[src/rtl/aqp_ebus_pkg.sv]
// Shared types and constants for the external Z80 bus arbiter.
// Latency: n/a (declarations only).
// Backpressure: n/a.
package aqp_ebus_pkg;

  localparam int MAX_MASTERS = 4;
  localparam int MASTER_SPI  = 0;
  localparam int MASTER_DMA  = 1;

  typedef enum logic [2:0] {
    IDLE     = 3'd0,
    REQ      = 3'd1,
    WAIT_ACK = 3'd2,
    GRANT    = 3'd3,
    TURN     = 3'd4,
    ACK_DROP = 3'd5
  } arb_state_t;

endpackage

[src/rtl/aqp_ebus_rr_pick.sv]
// Round-robin picker: first requester strictly after last_i, wrapping to index 0.
// Latency: combinational.
// Backpressure: none; caller decides when to latch the result.
module aqp_ebus_rr_pick
  import aqp_ebus_pkg::*;
#(
  parameter int N = 2
) (
  input  logic [N-1:0] req_i,
  input  logic [1:0]   last_i,
  output logic [N-1:0] onehot_o,
  output logic [1:0]   index_o
);

  logic [N-1:0] upper;
  logic         found;

  // requesters ranked above the previous winner get first chance
  always_comb begin
    upper = '0;
    for (int i = 0; i < N; i++) begin
      upper[i] = req_i[i] && (i > int'(last_i));
    end
  end

  // lowest set bit of the upper group, else lowest set bit overall (wrap)
  always_comb begin
    onehot_o = '0;
    index_o  = '0;
    found    = 1'b0;
    for (int i = 0; i < N; i++) begin
      if (!found && upper[i]) begin
        found       = 1'b1;
        onehot_o[i] = 1'b1;
        index_o     = 2'(i);
      end
    end
    for (int i = 0; i < N; i++) begin
      if (!found && req_i[i]) begin
        found       = 1'b1;
        onehot_o[i] = 1'b1;
        index_o     = 2'(i);
      end
    end
  end

endmodule

[src/rtl/aqp_ebus_arbiter.sv]
// External Z80 bus handover: BUSREQ#/BUSACK# handshake, then round-robin grant to one master.
// Latency: grant registers SYNC_STAGES+1 clk after BUSACK# falls; decisions paced by ebus_phi_clken.
// Backpressure: masters hold req level; new requests wait for CPU time. EBUS_ARB_TIMEOUT_EN adds forced release.
module aqp_ebus_arbiter
  import aqp_ebus_pkg::*;
#(
  parameter int NUM_MASTERS = 2,
  parameter int SYNC_STAGES = 2,
  parameter int TURNAROUND  = 2,
  parameter int MIN_CPU_PHI = 4,
  parameter int TIMEOUT_PHI = 4096
) (
  input  logic                   clk,
  input  logic                   reset_n,
  input  logic                   ebus_phi_clken,
  input  logic [NUM_MASTERS-1:0] req,
  output logic [NUM_MASTERS-1:0] grant,
  output logic                   bus_en,
  output logic [1:0]             owner,
  output logic                   ebus_busreq_n,
  input  logic                   ebus_busack_n,
  output logic                   timeout_err
);

  localparam int CPU_W  = $clog2(MIN_CPU_PHI + 1);
  localparam int TURN_W = $clog2(TURNAROUND + 1);

  arb_state_t             state_q, state_d;
  logic [NUM_MASTERS-1:0] grant_q, grant_d;
  logic [1:0]             owner_q, owner_d;
  logic [1:0]             rr_q, rr_d;
  logic                   busreq_n_q, busreq_n_d;
  logic [CPU_W-1:0]       cpu_cnt_q, cpu_cnt_d;
  logic [TURN_W-1:0]      turn_cnt_q, turn_cnt_d;
  logic [SYNC_STAGES-1:0] ack_sync_q;
  logic                   ack;
  logic [NUM_MASTERS-1:0] eligible;
  logic [NUM_MASTERS-1:0] pick_onehot;
  logic [1:0]             pick_idx;

`ifdef EBUS_ARB_TIMEOUT_EN
  localparam int TO_W = $clog2(TIMEOUT_PHI + 1);
  logic [TO_W-1:0]        to_cnt_q, to_cnt_d;
  logic [NUM_MASTERS-1:0] mask_q, mask_d;
  logic                   timeout_err_q, timeout_err_d;
  assign eligible    = req & ~mask_q;
  assign timeout_err = timeout_err_q;
`else
  assign eligible    = req;
  assign timeout_err = 1'b0;
`endif

  // BUSACK# is asynchronous to clk; reset value models "not acknowledged"
  always_ff @(posedge clk or negedge reset_n) begin
    if (!reset_n) ack_sync_q <= '1;
    else          ack_sync_q <= {ack_sync_q[SYNC_STAGES-2:0], ebus_busack_n};
  end
  assign ack = ~ack_sync_q[SYNC_STAGES-1];

  aqp_ebus_rr_pick #(.N(NUM_MASTERS)) u_pick (
    .req_i    (eligible),
    .last_i   (rr_q),
    .onehot_o (pick_onehot),
    .index_o  (pick_idx)
  );

  // state and registered outputs; CPU counter starts saturated so the first request is not delayed
  always_ff @(posedge clk or negedge reset_n) begin
    if (!reset_n) begin
      state_q    <= IDLE;
      grant_q    <= '0;
      owner_q    <= '0;
      rr_q       <= 2'(NUM_MASTERS - 1);
      busreq_n_q <= 1'b1;
      cpu_cnt_q  <= CPU_W'(MIN_CPU_PHI);
      turn_cnt_q <= '0;
`ifdef EBUS_ARB_TIMEOUT_EN
      to_cnt_q      <= '0;
      mask_q        <= '0;
      timeout_err_q <= 1'b0;
`endif
    end else begin
      state_q    <= state_d;
      grant_q    <= grant_d;
      owner_q    <= owner_d;
      rr_q       <= rr_d;
      busreq_n_q <= busreq_n_d;
      cpu_cnt_q  <= cpu_cnt_d;
      turn_cnt_q <= turn_cnt_d;
`ifdef EBUS_ARB_TIMEOUT_EN
      to_cnt_q      <= to_cnt_d;
      mask_q        <= mask_d;
      timeout_err_q <= timeout_err_d;
`endif
    end
  end

  // handover sequencing; every grant is bracketed by a trip through IDLE so the CPU gets its PHI cycles
  always_comb begin
    state_d    = state_q;
    grant_d    = grant_q;
    owner_d    = owner_q;
    rr_d       = rr_q;
    cpu_cnt_d  = cpu_cnt_q;
    turn_cnt_d = turn_cnt_q;
`ifdef EBUS_ARB_TIMEOUT_EN
    to_cnt_d      = to_cnt_q;
    mask_d        = mask_q & req;
    timeout_err_d = 1'b0;
`endif
    case (state_q)
      IDLE: begin
        if (ebus_phi_clken) begin
          if (cpu_cnt_q == CPU_W'(MIN_CPU_PHI)) begin
            if (|eligible) state_d = REQ;
          end else begin
            cpu_cnt_d = cpu_cnt_q + 1'b1;
          end
        end
      end
      REQ: state_d = WAIT_ACK;
      WAIT_ACK: begin
        if (ack && |eligible) begin
          state_d = GRANT;
          grant_d = pick_onehot;
          owner_d = pick_idx;
          rr_d    = pick_idx;
`ifdef EBUS_ARB_TIMEOUT_EN
          to_cnt_d = '0;
`endif
        end else if (!(|eligible)) begin
          state_d = ACK_DROP;
        end
      end
      GRANT: begin
        if (!ack) begin
          // CPU took the bus back under us: release immediately, no turnaround
          grant_d = '0;
          state_d = ACK_DROP;
        end else if (!(|(req & grant_q))) begin
          grant_d    = '0;
          turn_cnt_d = '0;
          state_d    = TURN;
`ifdef EBUS_ARB_TIMEOUT_EN
        end else if (ebus_phi_clken && (to_cnt_q == TO_W'(TIMEOUT_PHI - 1))) begin
          grant_d       = '0;
          turn_cnt_d    = '0;
          state_d       = TURN;
          timeout_err_d = 1'b1;
          mask_d        = (mask_q & req) | grant_q;
        end else if (ebus_phi_clken) begin
          to_cnt_d = to_cnt_q + 1'b1;
`endif
        end
      end
      TURN: begin
        if (turn_cnt_q == TURN_W'(TURNAROUND - 1)) state_d = ACK_DROP;
        else                                       turn_cnt_d = turn_cnt_q + 1'b1;
      end
      ACK_DROP: begin
        if (!ack) begin
          state_d   = IDLE;
          cpu_cnt_d = '0;
        end
      end
      default: state_d = IDLE;
    endcase
    busreq_n_d = (state_d == IDLE) || (state_d == ACK_DROP);
  end

  assign grant         = grant_q;
  assign bus_en        = |grant_q;
  assign owner         = owner_q;
  assign ebus_busreq_n = busreq_n_q;

endmodule

[config.mk]
export PLATFORM = sky130hd
export DESIGN_NAME = aqp_ebus_arbiter
export DESIGN_NICKNAME = d
export VERILOG_FILES = /design/src/rtl/aqp_ebus_pkg.sv /design/src/rtl/aqp_ebus_rr_pick.sv /design/src/rtl/aqp_ebus_arbiter.sv
export SDC_FILE = /design/constraint.sdc
export NUM_CORES = 1
export LEC_CHECK = 0
export CAP_MARGIN = 10
export CORE_UTILIZATION = 46
export DETAILED_ROUTE_END_ITERATION = 12
export PLACE_DENSITY_LB_ADDON = 0.2
export SKIP_CTS_REPAIR_TIMING = 1
export SLEW_MARGIN = 20
export SYNTH_ARGS = -nofsm -noshare
export SYNTH_HDL_FRONTEND = slang
export SYNTH_SLANG_ARGS = --single-unit
[constraint.sdc]
create_clock -name clk -period 1.6 [get_ports clk]
set_input_delay 0.32 -clock clk [delete_from_list [all_inputs] [get_ports clk]]
set_output_delay 0.32 -clock clk [all_outputs]
set_load 0.05 [all_outputs]
==> run summary, run 1 <==
Run status - finished with violations
Failing checks - negative setup slack
Delay of the slowest critical-path stage - 0.57 ns
Unrepaired setup endpoints after global routing - yes
Largest net degree at the start of global routing - 16
First drt pass iteration count - 4
VDD IR max - 0.001443 V
Tot GR Track Use - 0.1897
Final setup viols - 3
Critical Path, Cell by Cell - buf_6 > nand3b_1 > nor2_1 > or4_4 > nor2b_4 > mux2i_1
Global-route wire length before repair - 2753 µm
GRT overflow - 0
Crit-path slowest cell - or4_4
HP Class - flip-flop to flip-flop
Clock sinks - 15
H-Tree Level Count - 1
Post-synthesis sequential area ratio - 0.4635
Hold path cells - 0
Maxcap violations - 0
DIE AREA - 1963 µm²
Number of register bits inferred by synthesis - 15
# IOs - 13
Syn avg cell area - 10.16 µm²
N_diodes - 0
Num rows - 14
Post-synthesis cell area - 823.3 µm²
Max Buffers Root-to-Sink - 2
Fillers - 124
Clock transition at the registers of the reported paths - 0.09 ns
Synth cell types - 34
Vias post-DR - 680
CTS tree - built
Vias in the first global route - 650
Area delta synth->final - 38.45%
Fin area - 1140 µm²
Fmax - 582.5 MHz
Final Hold Fails - 0
Worst EP arrival - 1.87 ns
Post-DRT Antenna Nets - 0
DRC viols - 0
Syn. warnings - 0
Max-slew violation count - 0
Post-Syn Instances - 81
Skew-Pair Late Insertion Delay - 0.27 ns
Layout cell share with drive strength beyond 1 - 0.4107
Drt initial violations - 7
Final setup margin - -0.1168 ns
Starting Density - 0.5165
Post-synth EDFFs - 0
Die X - 44.31 µm
Final period util - 1.073
Post-synth ARST share - 1.000
CTS Buf Count - 3
Final net count - 122
Core Area - 1594 µm²
FF-to-FF path depth - 6
Vias/cell - 5.000
Tmin final - 1.717 ns
Routed WL - 1636 µm
Die Ht - 44.31 µm
Cell Area, Placed - 1066 µm²
Top_reg_cell synth - dfrtp_1
Clock Tree Root - clkbuf_4
Clock Skew - 0.004802 ns
Antenna violations before repair - 0
CP Class - flip-flop to flip-flop
Worst Setup End Kind - flip-flop
Pleak - 0.5333 nW
Critical path peak fanout - 8
Critical path startpoint category - flip-flop
Hpwl dp - 1221 µm
Routed wire length per instance - 12.03 µm
Total power - 2.216 mW
GP Congestion - 0.8555
Hold slack - 0.3613 ns
Pwr dens - 1944 nW/µm²
# port buffers - 10
Required time of the critical path - 1.75 ns
Post-layout util - 0.7151
==> stage by stage <==
step           setup TNS, ns  setup slack (ns)  std cells
6_report             -0.3078           -0.1168        136
5_1_grt              -0.4345           -0.1634        136
2_1_floorplan       -0.09106          -0.03710         82
4_1_cts              -0.5501           -0.2072        132
3_3_place_gp          -1.811           -0.4320        128
3_5_place_dp          -2.116           -0.4942        128
==> synth_stat cells, drive strengths merged, types with 2 or more instances <==
master,n,area (µm²)
dfrtp,10,250.2
nand2,9,33.78
o21ai,7,35.03
dfstp,5,131.4
inv,5,18.77
nand3,5,25.02
nor2,5,18.77
buf,4,33.78
nor2b,4,27.53
ha,3,37.54
a21oi,2,10.01
a22oi,2,20.02
nand2b,2,12.51
nor3,2,15.01
==> logic make-up after synthesis <==
group,after synthesis,share of synthesized area
AOI/OAI and AO/OA,19,0.1809
and+or+nand+nor,33,0.2295
buffers and inverters,9,0.06383
DFF,15,0.4635
other,1,0.004555
muxes,1,0.01216
adders and majority gates,3,0.04560
==> power breakdown <==
part | internal [mW] | total (mW) | switching, mW
Clock | 0.0965 | 0.208 | 0.111
Sequential | 0.569 | 0.702 | 0.133
Combinational | 0.641 | 1.31 | 0.665
Total | 1.31 | 2.22 | 0.910
==> cells in the final DEF, fill, tap and decap left out, types with 3 or more instances in the layout <==
master / synthesis / final
buf_4: 3 / 22
o21ai_0: 7 / 6
inv_1: 5 / 5
nand3_1: 5 / 5
dfrtp_1: 10 / 7
dfstp_2: 5 / 5
dfrtp_2: 0 / 3
nor2_1: 5 / 5
clkbuf_4: 0 / 3
nand2_1: 9 / 9
clkdlybuf4s50_1: 0 / 3
==> state kept, by name, indices dropped and copies added (netlist names) <==
signal / count
ack_sync_q: 2
cpu_cnt_q: 3
ebus_busreq_n: 1
grant: 2
owner: 1
rr_q: 1
state_q: 3
turn_cnt_q: 2
==> critical path, delay by kind of cell (launching register included) <==
kind | cells | cell delay (ns)
AND/OR/NAND/NOR | 4 | 0.87
multiplexers | 1 | 0.10
flip-flops | 1 | 0.48
buffers and inverters | 1 | 0.14
==> final cells by class <==
cell class	count	area, µm²	area share
multi-input combinational	58	407.9	0.3578
timing repair buffer	30	271.5	0.2382
sequential	15	385.4	0.3381
tap	24	30.03	0.02634
clock buffer	4	26.28	0.02305
inverter	5	18.77	0.01647
==> path summary, 6_finish.rpt <==
| check | start | endpoint | slack (ns) |
|---|---|---|---|
| worst max-delay path | state_q[0]$_DFF_PN0_ | turn_cnt_q[0]$_DFFE_PN0P_ | -0.12 |
| worst min-delay path | ack_sync_q[0]$_DFF_PN1_ | ack_sync_q[1]$_DFF_PN1_ | 0.36 |
| worst max register to register | state_q[0]$_DFF_PN0_ | turn_cnt_q[0]$_DFFE_PN0P_ | -0.12 |
| worst min register to register | ack_sync_q[0]$_DFF_PN1_ | ack_sync_q[1]$_DFF_PN1_ | 0.36 |
| max in group asynchronous | reset_n | ack_sync_q[0]$_DFF_PN1_ | 0.98 |
| min in group asynchronous | reset_n | cpu_cnt_q[0]$_DFFE_PN0P_ | 0.37 |
==> per-layer routing <==
layer | wire length [µm] | global-route usage | vias to the layer above
li1 | - | - | 343
met1 | 798 | 0.2632 | 324
met2 | 786 | 0.3118 | 13
met3 | 51 | 0.02449 | 0
met4 | 0 | 0.05455 | 0
met5 | 0 | 0 | -
(Power assumes the default switching activity.)
==> inputs of run 2 (changes only) <==
--- a/config.mk
+++ b/config.mk
@@ -6,7 +6,7 @@
 export NUM_CORES = 1
 export LEC_CHECK = 0
 export CAP_MARGIN = 10
-export CORE_UTILIZATION = 46
+export CORE_UTILIZATION = 25
 export DETAILED_ROUTE_END_ITERATION = 12
 export PLACE_DENSITY_LB_ADDON = 0.2
 export SKIP_CTS_REPAIR_TIMING = 1
==> constraint.sdc (replaced) <==
create_clock -name clk -period 1.6 [get_ports clk]
set_input_delay 0.24 -clock clk [delete_from_list [all_inputs] [get_ports clk]]
set_output_delay 0.24 -clock clk [all_outputs]
set_load 0.05 [all_outputs]
==> run 2 against run 1 <==
The run still ends with negative setup slack left; sequential power down 2%; global-route usage down 7.9 points; clock-buffer cell count down 1; fmax up 2.7%; cell area up 3.4%; via count up 0.29%; register-to-register slack better by 0.06 ns; sequential share of layout area down 1.1 points; utilization down 33 points; total power down 0.16%; flip-flop and latch count unchanged.
==> run summary, run 2 (synthesis results as in run 1) <==
Final setup margin - -0.07194 ns
VDD IR max - 0.0007162 V
Final period util - 1.045
Tmin final - 1.672 ns
Worst reg2reg path startpoint - state_q[0]$_DFF_PN0_
Vias in the first global route - 638
Hpwl dp - 1329 µm
N_diodes - 0
Worst Setup End Kind - flip-flop
Num rows - 20
# port buffers - 10
Unrepaired setup endpoints after global routing - yes
# IOs - 13
GP Congestion - 0.7318
Drt initial violations - 24
CTS Buf Count - 3
Biggest regs - cpu_cnt_q x3, state_q x3
Final Hold Fails - 0
Failing checks - negative setup slack
Routed wire length per instance - 10.59 µm
Storage cell area - 385.4 µm²
Final net count - 124
Commonest non-fill, non-tap cells in the layout - buf_4 (24), nand2_1 (8), o21ai_0 (7), dfrtp_1 (7)
Fillers - 322
Dpl cells - 151
Met2 global-route usage - 0.1605
Core Area - 3078 µm²
Post-DRT Antenna Nets - 0
Maxcap violations - 0
First drt pass iteration count - 6
GRT busiest layer - met2
CP Launch Point - req[1]
Max Buffers Root-to-Sink - 2
Commonest non-fill, non-tap cell in the layout - buf_4
Post-layout util - 0.3829
Setup TNS - -0.2112 ns
Tot GR Track Use - 0.1109
Pwr dens - 1877 nW/µm²
Required time of the critical path - 1.78 ns
Grt met1 use - 0.1483
H-Tree Level Count - 1
Vias/cell - 4.316
Multi-input combinational cell area - 407.9 µm²
Area delta synth->final - 43.16%
DIE AREA - 3527 µm²
CTS tree - built
Clock Tree Root - clkbuf_4
DRC viols - 0
Max-slew violation count - 0
Met3 usage - 0.05022
Vias post-DR - 682
CP Class - input port to flip-flop
Critical path peak fanout - 5
Pre-CTS setup slack - -0.3107 ns
Non-filler cells, final - 158
Run status - finished with violations
Antenna violations before repair - 0
Largest net degree at the start of global routing - 16
Die X - 59.39 µm
Pleak - 0.5335 nW
HP Class - input port to async pin
Layout cell share with drive strength beyond 1 - 0.4474
Critical path startpoint category - input port
Clock sinks - 15
Skew-Pair Late Insertion Delay - 0.28 ns
Clock Skew - 0.006634 ns
Clock transition at the registers of the reported paths - 0.09 ns
Final setup viols - 3
Global-route wire length before repair - 2801 µm
Fmax - 598.1 MHz
Total power - 2.212 mW
Routed WL - 1673 µm
Die Ht - 59.39 µm
Starting Density - 0.2675
Worst EP arrival - 1.85 ns
GRT overflow - 0
-- run 2: path summary, 6_finish.rpt --
kind                       slack (ns)                         to  cells past startpoint
setup / recovery                -0.07  turn_cnt_q[1]$_DFFE_PN0P_                      6
hold / removal                   0.26       owner[0]$_DFFE_PN0P_                      2
setup reg to reg                -0.06  turn_cnt_q[1]$_DFFE_PN0P_                      6
hold reg to reg                  0.36    ack_sync_q[1]$_DFF_PN1_                      0
max in group asynchronous        1.09   cpu_cnt_q[2]$_DFFE_PN1P_                      2
min in group clk                 0.35    ack_sync_q[0]$_DFF_PN1_                      1
-- run 2: area by class of cell --
cell class                 instances  area share
clock buffer                       3     0.01911
clock inverter                     1    0.004246
inverter                           5     0.01592
multi-input combinational         58      0.3461
sequential                        15      0.3270
tap                               44     0.04671
timing repair buffer              32      0.2410
-- run 2: stage by stage --
stage          hold WS (ns)  cell area, µm²
2_1_floorplan      -0.05559           837.1
3_3_place_gp         0.3479            1114
3_5_place_dp         0.3504            1114
4_1_cts              0.2592            1141
5_1_grt              0.2732            1179
6_report             0.2565            1179
-- run 2: report_power, final --
part           switching, mW  leakage, nW  total, mW  internal, mW
clock network          0.120       0.0177      0.213        0.0929
registers              0.119        0.175      0.688         0.569
logic                  0.676        0.341       1.31         0.636
-- run 2: worst max-delay path: stages --
cell and delay, ns:
clkdlybuf4s50_1 0.50, a22oi_2 0.26, nor2_2 0.06, or4_4 0.56
nor2b_4 0.15, o22ai_1 0.08
-- run 2: per-layer routing --
layer / part of all wire / wire [µm] / up-vias
li1: - / - / 346
met1: 0.51 / 851 / 324
met2: 0.44 / 738 / 10
met3: 0.045 / 75 / 2
met4: 0.0048 / 8 / 0
met5: 0 / 0 / -
